`config.mk`:
```
export PLATFORM = sky130hd
export DESIGN_NAME = de_pipe_stage_flat
export DESIGN_NICKNAME = d
export VERILOG_FILES = /design/src/rtl/de_pipe_stage_if.sv /design/src/rtl/de_pipe_stage.sv /design/src/flat_wrapper.sv
export SDC_FILE = /design/constraint.sdc
export NUM_CORES = 1
export LEC_CHECK = 0
export CAP_MARGIN = 0
export CELL_PAD_IN_SITES_DETAIL_PLACEMENT = 0
export CELL_PAD_IN_SITES_GLOBAL_PLACEMENT = 1
export CORE_MARGIN = 5
export CORE_UTILIZATION = 50
export DETAILED_ROUTE_END_ITERATION = 16
export DONT_BUFFER_PORTS = 1
export GPL_ROUTABILITY_DRIVEN = 0
export PLACE_DENSITY_LB_ADDON = 0.25
export SLEW_MARGIN = 20
export SYNTH_ARGS = -nofsm -noshare
export SYNTH_HDL_FRONTEND = slang
export SYNTH_SLANG_ARGS = --single-unit
```
`constraint.sdc`:
```
create_clock -name clk -period 3 [get_ports clk]
set_clock_uncertainty 0.1 [all_clocks]
set_input_delay 0.75 -clock clk [delete_from_list [all_inputs] [get_ports clk]]
set_output_delay 0.75 -clock clk [all_outputs]
set_load 0.005 [all_outputs]
```
`src/rtl/de_pipe_stage_if.sv`:
```
//------------------------------------------------------------------------------
// de_pipe_stage_if : decode->execute stage bus (decode side = master).
// Revision 1.0 - initial release
//------------------------------------------------------------------------------
`default_nettype none

interface de_pipe_stage_if #(
  parameter int DATA_W  = 16,
  parameter int INSTR_W = 16,
  parameter int CTRL_W  = 16,
  parameter int ADDR_W  = 3,
  parameter int FLUSH_W = 2
);
  logic               in_valid;
  logic               stall;
  logic               flush_req;
  logic [FLUSH_W-1:0] flush_num;
  logic               imm_req;
  logic [CTRL_W-1:0]  ctrl_in;
  logic [DATA_W-1:0]  rd_data;
  logic [DATA_W-1:0]  rs_data;
  logic [ADDR_W-1:0]  rd_addr;
  logic [ADDR_W-1:0]  rs_addr;
  logic [INSTR_W-1:0] instr_in;
`ifdef DE_FWD_EN
  logic               wb_we;
  logic [ADDR_W-1:0]  wb_addr;
  logic [DATA_W-1:0]  wb_data;
`endif
  logic               out_valid;
  logic [CTRL_W-1:0]  ctrl_out;
  logic [DATA_W-1:0]  rd_out;
  logic [DATA_W-1:0]  rs_out;
  logic [ADDR_W-1:0]  rd_addr_out;
  logic [ADDR_W-1:0]  rs_addr_out;
  logic [INSTR_W-1:0] imm_out;
  logic [INSTR_W-1:0] instr_out;
  logic               imm_pending;
  logic               flushing;

  modport master (
    output in_valid, stall, flush_req, flush_num, imm_req, ctrl_in,
           rd_data, rs_data, rd_addr, rs_addr, instr_in,
`ifdef DE_FWD_EN
           wb_we, wb_addr, wb_data,
`endif
    input  out_valid, ctrl_out, rd_out, rs_out, rd_addr_out, rs_addr_out,
           imm_out, instr_out, imm_pending, flushing
  );

  modport slave (
    input  in_valid, stall, flush_req, flush_num, imm_req, ctrl_in,
           rd_data, rs_data, rd_addr, rs_addr, instr_in,
`ifdef DE_FWD_EN
           wb_we, wb_addr, wb_data,
`endif
    output out_valid, ctrl_out, rd_out, rs_out, rd_addr_out, rs_addr_out,
           imm_out, instr_out, imm_pending, flushing
  );
endinterface

`default_nettype wire

```
`src/rtl/de_pipe_stage.sv`:
```
//------------------------------------------------------------------------------
// de_pipe_stage : decode->execute pipeline register with stall, flush counter
//                 and two-word (header + immediate) instruction merging.
//                 Optional write-back bypass enabled by defining DE_FWD_EN.
// Revision 1.0 - initial release
//------------------------------------------------------------------------------
`default_nettype none

module de_pipe_stage #(
  parameter int DATA_W  = 16,
  parameter int INSTR_W = 16,
  parameter int CTRL_W  = 16,
  parameter int ADDR_W  = 3,
  parameter int FLUSH_W = 2
) (
  input  logic           clk,
  input  logic           reset,
  de_pipe_stage_if.slave bus
);

  typedef enum logic [0:0] {
    NORMAL   = 1'b0,
    WAIT_IMM = 1'b1
  } state_e;

  localparam logic [FLUSH_W-1:0] CNT_ONE = FLUSH_W'(1);

  state_e             state_q, state_d;
  logic [FLUSH_W-1:0] cnt_q, cnt_d;

  // Header word held while the immediate word is awaited
  logic [CTRL_W-1:0]  hdr_ctrl_q, hdr_ctrl_d;
  logic [DATA_W-1:0]  hdr_rd_q, hdr_rd_d;
  logic [DATA_W-1:0]  hdr_rs_q, hdr_rs_d;
  logic [ADDR_W-1:0]  hdr_rd_addr_q, hdr_rd_addr_d;
  logic [ADDR_W-1:0]  hdr_rs_addr_q, hdr_rs_addr_d;
  logic [INSTR_W-1:0] hdr_instr_q, hdr_instr_d;

  logic               valid_q, valid_d;
  logic [CTRL_W-1:0]  ctrl_q, ctrl_d;
  logic [DATA_W-1:0]  rd_q, rd_d;
  logic [DATA_W-1:0]  rs_q, rs_d;
  logic [ADDR_W-1:0]  rd_addr_q, rd_addr_d;
  logic [ADDR_W-1:0]  rs_addr_q, rs_addr_d;
  logic [INSTR_W-1:0] imm_q, imm_d;
  logic [INSTR_W-1:0] instr_q, instr_d;

  // Operand values after optional write-back bypass
  logic [DATA_W-1:0]  w_rd_op, w_rs_op, w_hdr_rd_op, w_hdr_rs_op;

`ifdef DE_FWD_EN
  function automatic logic [DATA_W-1:0] byp(
    input logic              we,
    input logic [ADDR_W-1:0] wa,
    input logic [DATA_W-1:0] wd,
    input logic [ADDR_W-1:0] a,
    input logic [DATA_W-1:0] d
  );
    return (we && (wa == a)) ? wd : d;
  endfunction

  assign w_rd_op     = byp(bus.wb_we, bus.wb_addr, bus.wb_data, bus.rd_addr, bus.rd_data);
  assign w_rs_op     = byp(bus.wb_we, bus.wb_addr, bus.wb_data, bus.rs_addr, bus.rs_data);
  assign w_hdr_rd_op = byp(bus.wb_we, bus.wb_addr, bus.wb_data, hdr_rd_addr_q, hdr_rd_q);
  assign w_hdr_rs_op = byp(bus.wb_we, bus.wb_addr, bus.wb_data, hdr_rs_addr_q, hdr_rs_q);
`else
  assign w_rd_op     = bus.rd_data;
  assign w_rs_op     = bus.rs_data;
  assign w_hdr_rd_op = hdr_rd_q;
  assign w_hdr_rs_op = hdr_rs_q;
`endif

  always_comb begin
    state_d       = state_q;
    cnt_d         = cnt_q;
    hdr_ctrl_d    = hdr_ctrl_q;
    hdr_rd_d      = hdr_rd_q;
    hdr_rs_d      = hdr_rs_q;
    hdr_rd_addr_d = hdr_rd_addr_q;
    hdr_rs_addr_d = hdr_rs_addr_q;
    hdr_instr_d   = hdr_instr_q;
    valid_d       = valid_q;
    ctrl_d        = ctrl_q;
    rd_d          = rd_q;
    rs_d          = rs_q;
    rd_addr_d     = rd_addr_q;
    rs_addr_d     = rs_addr_q;
    imm_d         = imm_q;
    instr_d       = instr_q;

    if (bus.flush_req) begin
      // Squash wins over stall: the presented word and any held header die here
      valid_d = 1'b0;
      ctrl_d  = '0;
      state_d = NORMAL;
      cnt_d   = bus.flush_num;
    end else if (!bus.stall) begin
      if (state_q == WAIT_IMM) begin
        hdr_rd_d = w_hdr_rd_op;
        hdr_rs_d = w_hdr_rs_op;
      end
      if (!bus.in_valid) begin
        valid_d = 1'b0;
        ctrl_d  = '0;
      end else if (cnt_q != '0) begin
        cnt_d   = cnt_q - CNT_ONE;
        valid_d = 1'b0;
        ctrl_d  = '0;
      end else if (state_q == NORMAL) begin
        if (bus.imm_req) begin
          hdr_ctrl_d    = bus.ctrl_in;
          hdr_rd_d      = w_rd_op;
          hdr_rs_d      = w_rs_op;
          hdr_rd_addr_d = bus.rd_addr;
          hdr_rs_addr_d = bus.rs_addr;
          hdr_instr_d   = bus.instr_in;
          valid_d       = 1'b0;
          ctrl_d        = '0;
          state_d       = WAIT_IMM;
        end else begin
          valid_d   = 1'b1;
          ctrl_d    = bus.ctrl_in;
          rd_d      = w_rd_op;
          rs_d      = w_rs_op;
          rd_addr_d = bus.rd_addr;
          rs_addr_d = bus.rs_addr;
          imm_d     = '0;
          instr_d   = bus.instr_in;
        end
      end else begin
        valid_d   = 1'b1;
        ctrl_d    = hdr_ctrl_q;
        rd_d      = w_hdr_rd_op;
        rs_d      = w_hdr_rs_op;
        rd_addr_d = hdr_rd_addr_q;
        rs_addr_d = hdr_rs_addr_q;
        imm_d     = bus.instr_in;
        instr_d   = hdr_instr_q;
        state_d   = NORMAL;
      end
    end
  end

  always_ff @(posedge clk) begin
    if (reset) begin
      state_q       <= NORMAL;
      cnt_q         <= '0;
      hdr_ctrl_q    <= '0;
      hdr_rd_q      <= '0;
      hdr_rs_q      <= '0;
      hdr_rd_addr_q <= '0;
      hdr_rs_addr_q <= '0;
      hdr_instr_q   <= '0;
      valid_q       <= 1'b0;
      ctrl_q        <= '0;
      rd_q          <= '0;
      rs_q          <= '0;
      rd_addr_q     <= '0;
      rs_addr_q     <= '0;
      imm_q         <= '0;
      instr_q       <= '0;
    end else begin
      state_q       <= state_d;
      cnt_q         <= cnt_d;
      hdr_ctrl_q    <= hdr_ctrl_d;
      hdr_rd_q      <= hdr_rd_d;
      hdr_rs_q      <= hdr_rs_d;
      hdr_rd_addr_q <= hdr_rd_addr_d;
      hdr_rs_addr_q <= hdr_rs_addr_d;
      hdr_instr_q   <= hdr_instr_d;
      valid_q       <= valid_d;
      ctrl_q        <= ctrl_d;
      rd_q          <= rd_d;
      rs_q          <= rs_d;
      rd_addr_q     <= rd_addr_d;
      rs_addr_q     <= rs_addr_d;
      imm_q         <= imm_d;
      instr_q       <= instr_d;
    end
  end

  assign bus.out_valid   = valid_q;
  assign bus.ctrl_out    = ctrl_q;
  assign bus.rd_out      = rd_q;
  assign bus.rs_out      = rs_q;
  assign bus.rd_addr_out = rd_addr_q;
  assign bus.rs_addr_out = rs_addr_q;
  assign bus.imm_out     = imm_q;
  assign bus.instr_out   = instr_q;
  assign bus.imm_pending = (state_q == WAIT_IMM);
  assign bus.flushing    = (cnt_q != '0);

endmodule

`default_nettype wire

```
`src/flat_wrapper.sv`:
```
// flat-port wrapper written by rule: the top's interface ports become plain ports
module de_pipe_stage_flat 
#(
  parameter int DATA_W  = 16,
  parameter int INSTR_W = 16,
  parameter int CTRL_W  = 16,
  parameter int ADDR_W  = 3,
  parameter int FLUSH_W = 2
)
  (clk, reset, bus_in_valid, bus_stall, bus_flush_req, bus_flush_num, bus_imm_req, bus_ctrl_in, bus_rd_data, bus_rs_data, bus_rd_addr, bus_rs_addr, bus_instr_in, bus_out_valid, bus_ctrl_out, bus_rd_out, bus_rs_out, bus_rd_addr_out, bus_rs_addr_out, bus_imm_out, bus_instr_out, bus_imm_pending, bus_flushing);
  de_pipe_stage_if #(.DATA_W(DATA_W), .INSTR_W(INSTR_W), .CTRL_W(CTRL_W), .ADDR_W(ADDR_W), .FLUSH_W(FLUSH_W)) bus_i ();
  input  logic clk;
  input  logic reset;
  input wire logic [$bits(bus_i.in_valid)-1:0] bus_in_valid;
  input wire logic [$bits(bus_i.stall)-1:0] bus_stall;
  input wire logic [$bits(bus_i.flush_req)-1:0] bus_flush_req;
  input wire logic [$bits(bus_i.flush_num)-1:0] bus_flush_num;
  input wire logic [$bits(bus_i.imm_req)-1:0] bus_imm_req;
  input wire logic [$bits(bus_i.ctrl_in)-1:0] bus_ctrl_in;
  input wire logic [$bits(bus_i.rd_data)-1:0] bus_rd_data;
  input wire logic [$bits(bus_i.rs_data)-1:0] bus_rs_data;
  input wire logic [$bits(bus_i.rd_addr)-1:0] bus_rd_addr;
  input wire logic [$bits(bus_i.rs_addr)-1:0] bus_rs_addr;
  input wire logic [$bits(bus_i.instr_in)-1:0] bus_instr_in;
  output wire logic [$bits(bus_i.out_valid)-1:0] bus_out_valid;
  output wire logic [$bits(bus_i.ctrl_out)-1:0] bus_ctrl_out;
  output wire logic [$bits(bus_i.rd_out)-1:0] bus_rd_out;
  output wire logic [$bits(bus_i.rs_out)-1:0] bus_rs_out;
  output wire logic [$bits(bus_i.rd_addr_out)-1:0] bus_rd_addr_out;
  output wire logic [$bits(bus_i.rs_addr_out)-1:0] bus_rs_addr_out;
  output wire logic [$bits(bus_i.imm_out)-1:0] bus_imm_out;
  output wire logic [$bits(bus_i.instr_out)-1:0] bus_instr_out;
  output wire logic [$bits(bus_i.imm_pending)-1:0] bus_imm_pending;
  output wire logic [$bits(bus_i.flushing)-1:0] bus_flushing;
  assign bus_i.in_valid = bus_in_valid;
  assign bus_i.stall = bus_stall;
  assign bus_i.flush_req = bus_flush_req;
  assign bus_i.flush_num = bus_flush_num;
  assign bus_i.imm_req = bus_imm_req;
  assign bus_i.ctrl_in = bus_ctrl_in;
  assign bus_i.rd_data = bus_rd_data;
  assign bus_i.rs_data = bus_rs_data;
  assign bus_i.rd_addr = bus_rd_addr;
  assign bus_i.rs_addr = bus_rs_addr;
  assign bus_i.instr_in = bus_instr_in;
  assign bus_out_valid = bus_i.out_valid;
  assign bus_ctrl_out = bus_i.ctrl_out;
  assign bus_rd_out = bus_i.rd_out;
  assign bus_rs_out = bus_i.rs_out;
  assign bus_rd_addr_out = bus_i.rd_addr_out;
  assign bus_rs_addr_out = bus_i.rs_addr_out;
  assign bus_imm_out = bus_i.imm_out;
  assign bus_instr_out = bus_i.instr_out;
  assign bus_imm_pending = bus_i.imm_pending;
  assign bus_flushing = bus_i.flushing;
  de_pipe_stage #(.DATA_W(DATA_W), .INSTR_W(INSTR_W), .CTRL_W(CTRL_W), .ADDR_W(ADDR_W), .FLUSH_W(FLUSH_W)) u_core (.clk(clk), .reset(reset), .bus(bus_i));
endmodule
```
==> results.json, run 1 <==
{
  "die_area_um2": 16700,
  "initial_core_util_pct": 51.1,
  "fillers": 1232,
  "whs_path_depth": 1,
  "cts_tree": "built",
  "peakVddDrop_v": 0.000389,
  "ant_nets": 0,
  "ys_warn_count": 0,
  "synth_top_area_share_pct": 45.0,
  "avgViaCountPerCell": 6.05,
  "critPathSlowestCell": "nand2_1",
  "crit_arrival_ps": 2510,
  "clock_latency_ps": 410,
  "drc": 0,
  "synth_top_family_by_area": "multiplexers",
  "synth-seq-cells": 160,
  "nets": 734,
  "place_hpwl_mm": 11.4,
  "power_density_nw_per_um2": 600,
  "grt_pass1_vias": 5061,
  "synth_compound_area_share_pct": 18.3,
  "die-width_um": 129,
  "drive_above_1_share_pct": 15.9,
  "synthTopCellsByArea": "dfxtp_1 (45%), mux2i_1 (20%), a211oi_2 (8.8%)",
  "ys_types": 29,
  "finalNonFillerCells": 848,
  "root_buffer": "clkbuf_16",
  "syn_inst": 694,
  "cp_cell_sequence": "inv_1, ha_1, and3b_2, buf_4, nand2_1, o31ai_1",
  "place_area_um2": 7030,
  "max-cap-violations": 0,
  "clock_sinks": 160,
  "grt_overflow": 0,
  "die_height_um": 129,
  "reg2regPathDepth": 6,
  "relSlewSlack_pct": 35.1,
  "cts_setup_buffers": 0,
  "clk_pin_slew_ps": 60,
  "antenna_found_initial": 0,
  "synthMuxAreaShare_pct": 19.7,
  "yosysTopAreaCell": "dfxtp_1",
  "p_leak_uw": 0.00244,
  "tns_ps": 0,
  "numCtsBuffers": 17,
  "area_growth_pct": 6.70,
  "final_area_um2": 7590,
  "max_stage_delay_ps": 480,
  "end_kind": "flip-flop",
  "synthesis.area_um2": 7120,
  "dpl.cell_count": 816,
  "rsz0062_at_grt": "false",
  "first_pass_iters": 4,
  "min_path_type": "input port to flip-flop",
  "post_cts_resized": 0,
  "drtIter0Drc": 333,
  "period_share_pct": 76.3,
  "syn_area_per_cell_um2": 10.3,
  "synth_simple_gate_area_share_pct": 9.63,
  "final_core_util_pct": 54.5,
  "multi_input_area_um2": 3420,
  "syn_nets": 773,
  "synth_xor_area_share_pct": 0.123,
  "period_needed_ps": 2290,
  "status": "finished clean",
  "fp-row-count": 43,
  "vias": 5133,
  "critPathLaunchType": "flip-flop",
  "core-area_um2": 13900,
  "worst_slew_pin_slew_ps": 970,
  "seq_area_frac_synth_pct": 45.0,
  "wl_per_cell_um": 20.8,
  "grt_pass1_wl_mm": 27.6,
  "fin_total_pwr_uw": 4560,
  "synth_adder_area_share_pct": 0.176,
  "finalSetupViolCount": 0,
  "numPortBuffers": 0,
  "grt_util_all_layers_pct": 21.0,
  "path_max_fanout": 40,
  "cp_data_required_time_ps": 3220,
  "drv_slew": 0,
  "grt_max_degree": 69,
  "pin_count": 167,
  "critPathKind": "flip-flop to flip-flop",
  "hold_viol_final": 0,
  "seq_area_um2": 3210,
  "cts_hold_buf": 0,
  "clockBufferDepth": 2,
  "fmax_mhz": 437,
  "routed_wl_mm": 17.6,
  "antennaDiodeCount": 0,
  "htreeDepth": 4
}
## placed cells by master, fill, tap and decap left out, types with 2 or more instances in the layout
cell,instances
nand3_1,16
inv_1,3
nor2_1,2
or2_2,2
nand2b_1,2
a31oi_1,54
buf_4,10
a211oi_1,5
o31ai_1,16
buf_12,4
clkinv_2,5
a22o_1,16
clkbuf_16,17
dfxtp_1,159
inv_4,2
mux2i_1,140
clkinvlp_4,2
a21oi_1,3
a211oi_2,50
clkbuf_8,6
nand2_1,140
## metal layers
layer  track usage (%)  vias up  routed length (um)
li1                  -     2424                   -
met3              8.41       25                1610
met2              34.3      160                8420
met1              24.8     2524                7270
met4              8.15        0                 354
met5                 0        -                   0
## layout make-up
class	instances	area share, %
Clock buffer	23	6.69
Sequential cell	160	42.2
Timing Repair Buffer	14	2.04
Tap cell	180	2.97
Multi-Input combinational cell	457	45.1
Clock inverter	9	0.725
Inverter	5	0.280
## cells in the mapped netlist
cell      count
a31oi_1      54
a31oi_2       1
o31ai_1      16
nor3b_2       1
a21oi_1       3
buf_4         5
nand3_1      16
nor2_1        2
a211oi_2     50
or2_2         2
mux2i_1     140
clkbuf_1     33
buf_6         8
dfxtp_1     160
buf_2        17
inv_1         5
ha_1          1
nand2_1     140
and3_1        2
buf_1         2
nor3b_1       1
a22o_1       16
o21ai_0       1
a211oi_1      5
buf_12        7
a32o_1        1
xnor2_1       1
and3b_1       1
nand2b_1      3
## worst paths after layout
kind | endpoint | startpoint | slack (ps)
max | u_core.bus.ctrl_out[0] | u_core.cnt_q[0] | 710
min | u_core.bus.instr_out[3] | reset | 320
max reg2reg | u_core.bus.ctrl_out[0] | u_core.cnt_q[0] | 710
min reg2reg | u_core.hdr_rs_q[2] | u_core.hdr_rs_q[2] | 360
## report_power, final
part | total, uW | switching (uW) | internal (uW)
sequential | 2200 | 33.4 | 2170
combinational | 318 | 201 | 117
clock | 2040 | 850 | 1180
## through the flow
| stage | hold WS (ps) | setup WS, ps |
|---|---|---|
| 2_1_floorplan | 334 | 977 |
| 3_3_place_gp | 341 | 562 |
| 3_5_place_dp | 347 | 483 |
| 4_1_cts | 284 | 689 |
| 5_1_grt | 278 | 544 |
| 6_report | 319 | 711 |
## registers in the layout (all words and copies together) (netlist names)
register	flops
u_core.bus.ctrl_out	16
u_core.bus.imm_out	16
u_core.bus.instr_out	16
u_core.bus.rd_out	16
u_core.bus.rs_out	16
u_core.hdr_ctrl_q	16
u_core.hdr_instr_q	16
u_core.hdr_rd_q	16
u_core.hdr_rs_q	16
u_core.bus.rd_addr_out	3
u_core.bus.rs_addr_out	3
u_core.hdr_rd_addr_q	3
u_core.hdr_rs_addr_q	3
u_core.cnt_q	2
u_core.bus.imm_pending	1
u_core.bus.out_valid	1
## critical path, delay by kind of cell, from the launching register on
kind | cells | cell delay (ps)
AOI/OAI and AO/OA | 1 | 380
adders and majority gates | 1 | 190
buffers and inverters | 2 | 470
DFF | 1 | 320
and+or+nand+nor | 2 | 740
## cell families (layout without fill, tap and decap cells)
group / after synthesis / count (layout)
compound gates: 147 / 147
xor+xnor: 1 / 1
fa+ha+maj: 1 / 1
buf+inv: 77 / 51
flops: 160 / 160
mux: 140 / 140
simple gates: 168 / 168
(Power assumes the default switching activity.)
==> run 2: changes to the inputs <==
--- a/config.mk
+++ b/config.mk
@@ -9,7 +9,7 @@
 export CELL_PAD_IN_SITES_DETAIL_PLACEMENT = 0
 export CELL_PAD_IN_SITES_GLOBAL_PLACEMENT = 1
 export CORE_MARGIN = 5
-export CORE_UTILIZATION = 50
+export CORE_UTILIZATION = 48
 export DETAILED_ROUTE_END_ITERATION = 16
 export DONT_BUFFER_PORTS = 1
 export GPL_ROUTABILITY_DRIVEN = 0
==> constraint.sdc (replaced) <==
create_clock -name clk -period 2.25 [get_ports clk]
set_clock_uncertainty 0.1 [all_clocks]
set_input_delay 0.5625 -clock clk [delete_from_list [all_inputs] [get_ports clk]]
set_output_delay 0.5625 -clock clk [all_outputs]
set_load 0.005 [all_outputs]
==> run 2 against run 1 <==
  * Fmax up 12%
  * First-iteration DRC count down 29%
  * Worst hold slack worse by 200 ps
  * Power up 42%
  * Sequential power up 34%
  * Non-clock buffer count unchanged
  * Sequential share of layout area down 0.64 points
  * Design area up 1.5%
  * Combinational power up 35%
  * Setup slack worse by 500 ps
  * Largest cell class unchanged
  * Highest routed layer unchanged
==> results.json, run 2 (same netlist as run 1, synthesis figures left out) <==
{
  "path_delay_family": "compound AO/OA/AOI/OAI gates",
  "whs_path_depth": 1,
  "clockBufferDepth": 2,
  "die-width_um": 132,
  "worst_slew_pin_slew_ps": 881,
  "power_density_nw_per_um2": 841,
  "tns_ps": 0,
  "cp_data_required_time_ps": 2510,
  "critPathKind": "flip-flop to flip-flop",
  "die_area_um2": 17400,
  "grt_util_all_layers_pct": 20.0,
  "vias": 5090,
  "root_buffer": "clkbuf_16",
  "hold_path_end": "u_core.bus.rs_out[15]",
  "initial_core_util_pct": 49.0,
  "final_common_cell": "dfxtp_1",
  "cts_tree": "built",
  "path_max_fanout": 16,
  "fmax_mhz": 490,
  "cts_hold_buf": 0,
  "fin_total_pwr_uw": 6480,
  "routedLengthMet1_mm": 7.52,
  "max_stage_delay_ps": 750,
  "numPortBuffers": 0,
  "area_growth_pct": 8.35,
  "grt_pass1_vias": 5099,
  "setup_ws_ps": 208,
  "numCtsBuffers": 17,
  "wl_per_cell_um": 20.8,
  "nets": 734,
  "reg2regPathDepth": 5,
  "antenna_found_initial": 0,
  "routed.top_layer": "met4",
  "first_pass_iters": 4,
  "worstHoldStart": "reset",
  "relSlewSlack_pct": 41.1,
  "drive_above_1_share_pct": 15.9,
  "grt_max_degree": 74,
  "wl_met2_mm": 8.04,
  "hold_viol_final": 0,
  "cp_cell_sequence": "inv_1, ha_1, and3b_2, a31oi_2, a22o_1",
  "path_buf_inv": 1,
  "die_height_um": 132,
  "fillers": 1298,
  "drv_slew": 0,
  "core-area_um2": 14500,
  "r2r_start": "u_core.cnt_q[0]",
  "end_kind": "flip-flop",
  "rrSetupSlack_ps": 210,
  "htreeDepth": 4,
  "p_leak_uw": 0.00248,
  "rsz0062_at_grt": "false",
  "drc": 0,
  "reg2reg_to": "u_core.bus.imm_out[7]",
  "min_path_type": "input port to flip-flop",
  "status": "finished clean",
  "cts_setup_buffers": 0,
  "post_cts_resized": 0,
  "pin_count": 167,
  "critPathLaunchType": "flip-flop",
  "clock_latency_ps": 420,
  "ant_nets": 0,
  "path_depth": 5,
  "peakVddDrop_v": 0.000487,
  "clk_pin_slew_ps": 60,
  "finalSetupViolCount": 0,
  "period_needed_ps": 2040,
  "avgViaCountPerCell": 5.97,
  "place_hpwl_mm": 11.4,
  "wl_met3_mm": 1.71,
  "period_share_pct": 90.8,
  "critPathSlowestCell": "a31oi_2",
  "place_ws_ps": 208,
  "grt_pass1_wl_mm": 28.4,
  "antennaDiodeCount": 0,
  "final_core_util_pct": 53.1,
  "drtIter0Drc": 238,
  "holdWs_ps": 121,
  "clock_sinks": 160,
  "max-cap-violations": 0,
  "crit_arrival_ps": 2310,
  "layout_common_cells": "dfxtp_1 (159), mux2i_1 (140), nand2_1 (140)",
  "fp-row-count": 44,
  "grt_overflow": 0,
  "routed_wl_mm": 17.7
}
-- run 2: per-stage QoR --
step | std cells | area (um^2)
after floorplan | 694 | 7120
after global placement | 820 | 7060
after detailed placement | 820 | 7060
after CTS | 852 | 7710
after global routing | 852 | 7710
final | 852 | 7710
-- run 2: power by group --
| part | total [uW] | internal, uW | switching [uW] |
|---|---|---|---|
| clock network | 3120 | 1940 | 1180 |
| registers | 2940 | 2890 | 43.7 |
| logic | 428 | 159 | 269 |
| total | 6480 | 4990 | 1490 |
-- run 2: layout make-up --
class / count / area [um^2] / area share (%)
clock buffer: 22 / 505 / 6.55
clock inverter: 10 / 145 / 1.88
inverter: 5 / 21.3 / 0.276
multi-input combinational: 457 / 3420 / 44.4
sequential: 160 / 3210 / 41.6
tap: 184 / 230 / 2.99
timing repair buffer: 14 / 180 / 2.34
-- run 2: worst max path at each step --
stage,startpoint,to
6_report,u_core.cnt_q[0],u_core.bus.imm_out[7]
3_3_place_gp,u_core.cnt_q[0],u_core.bus.imm_out[5]
4_1_cts,u_core.cnt_q[0],u_core.bus.imm_out[7]
2_1_floorplan,bus_stall,u_core.hdr_ctrl_q[0]
5_1_grt,u_core.cnt_q[0],u_core.bus.imm_out[7]
3_5_place_dp,u_core.cnt_q[0],u_core.bus.imm_out[7]
-- run 2: routing by layer --
| metal | vias up | global-route usage (%) |
|---|---|---|
| met5 | - | 0 |
| met4 | 0 | 8.06 |
| met3 | 36 | 9.24 |
| met2 | 166 | 31.1 |
| met1 | 2460 | 24.1 |
| li1 | 2428 | - |
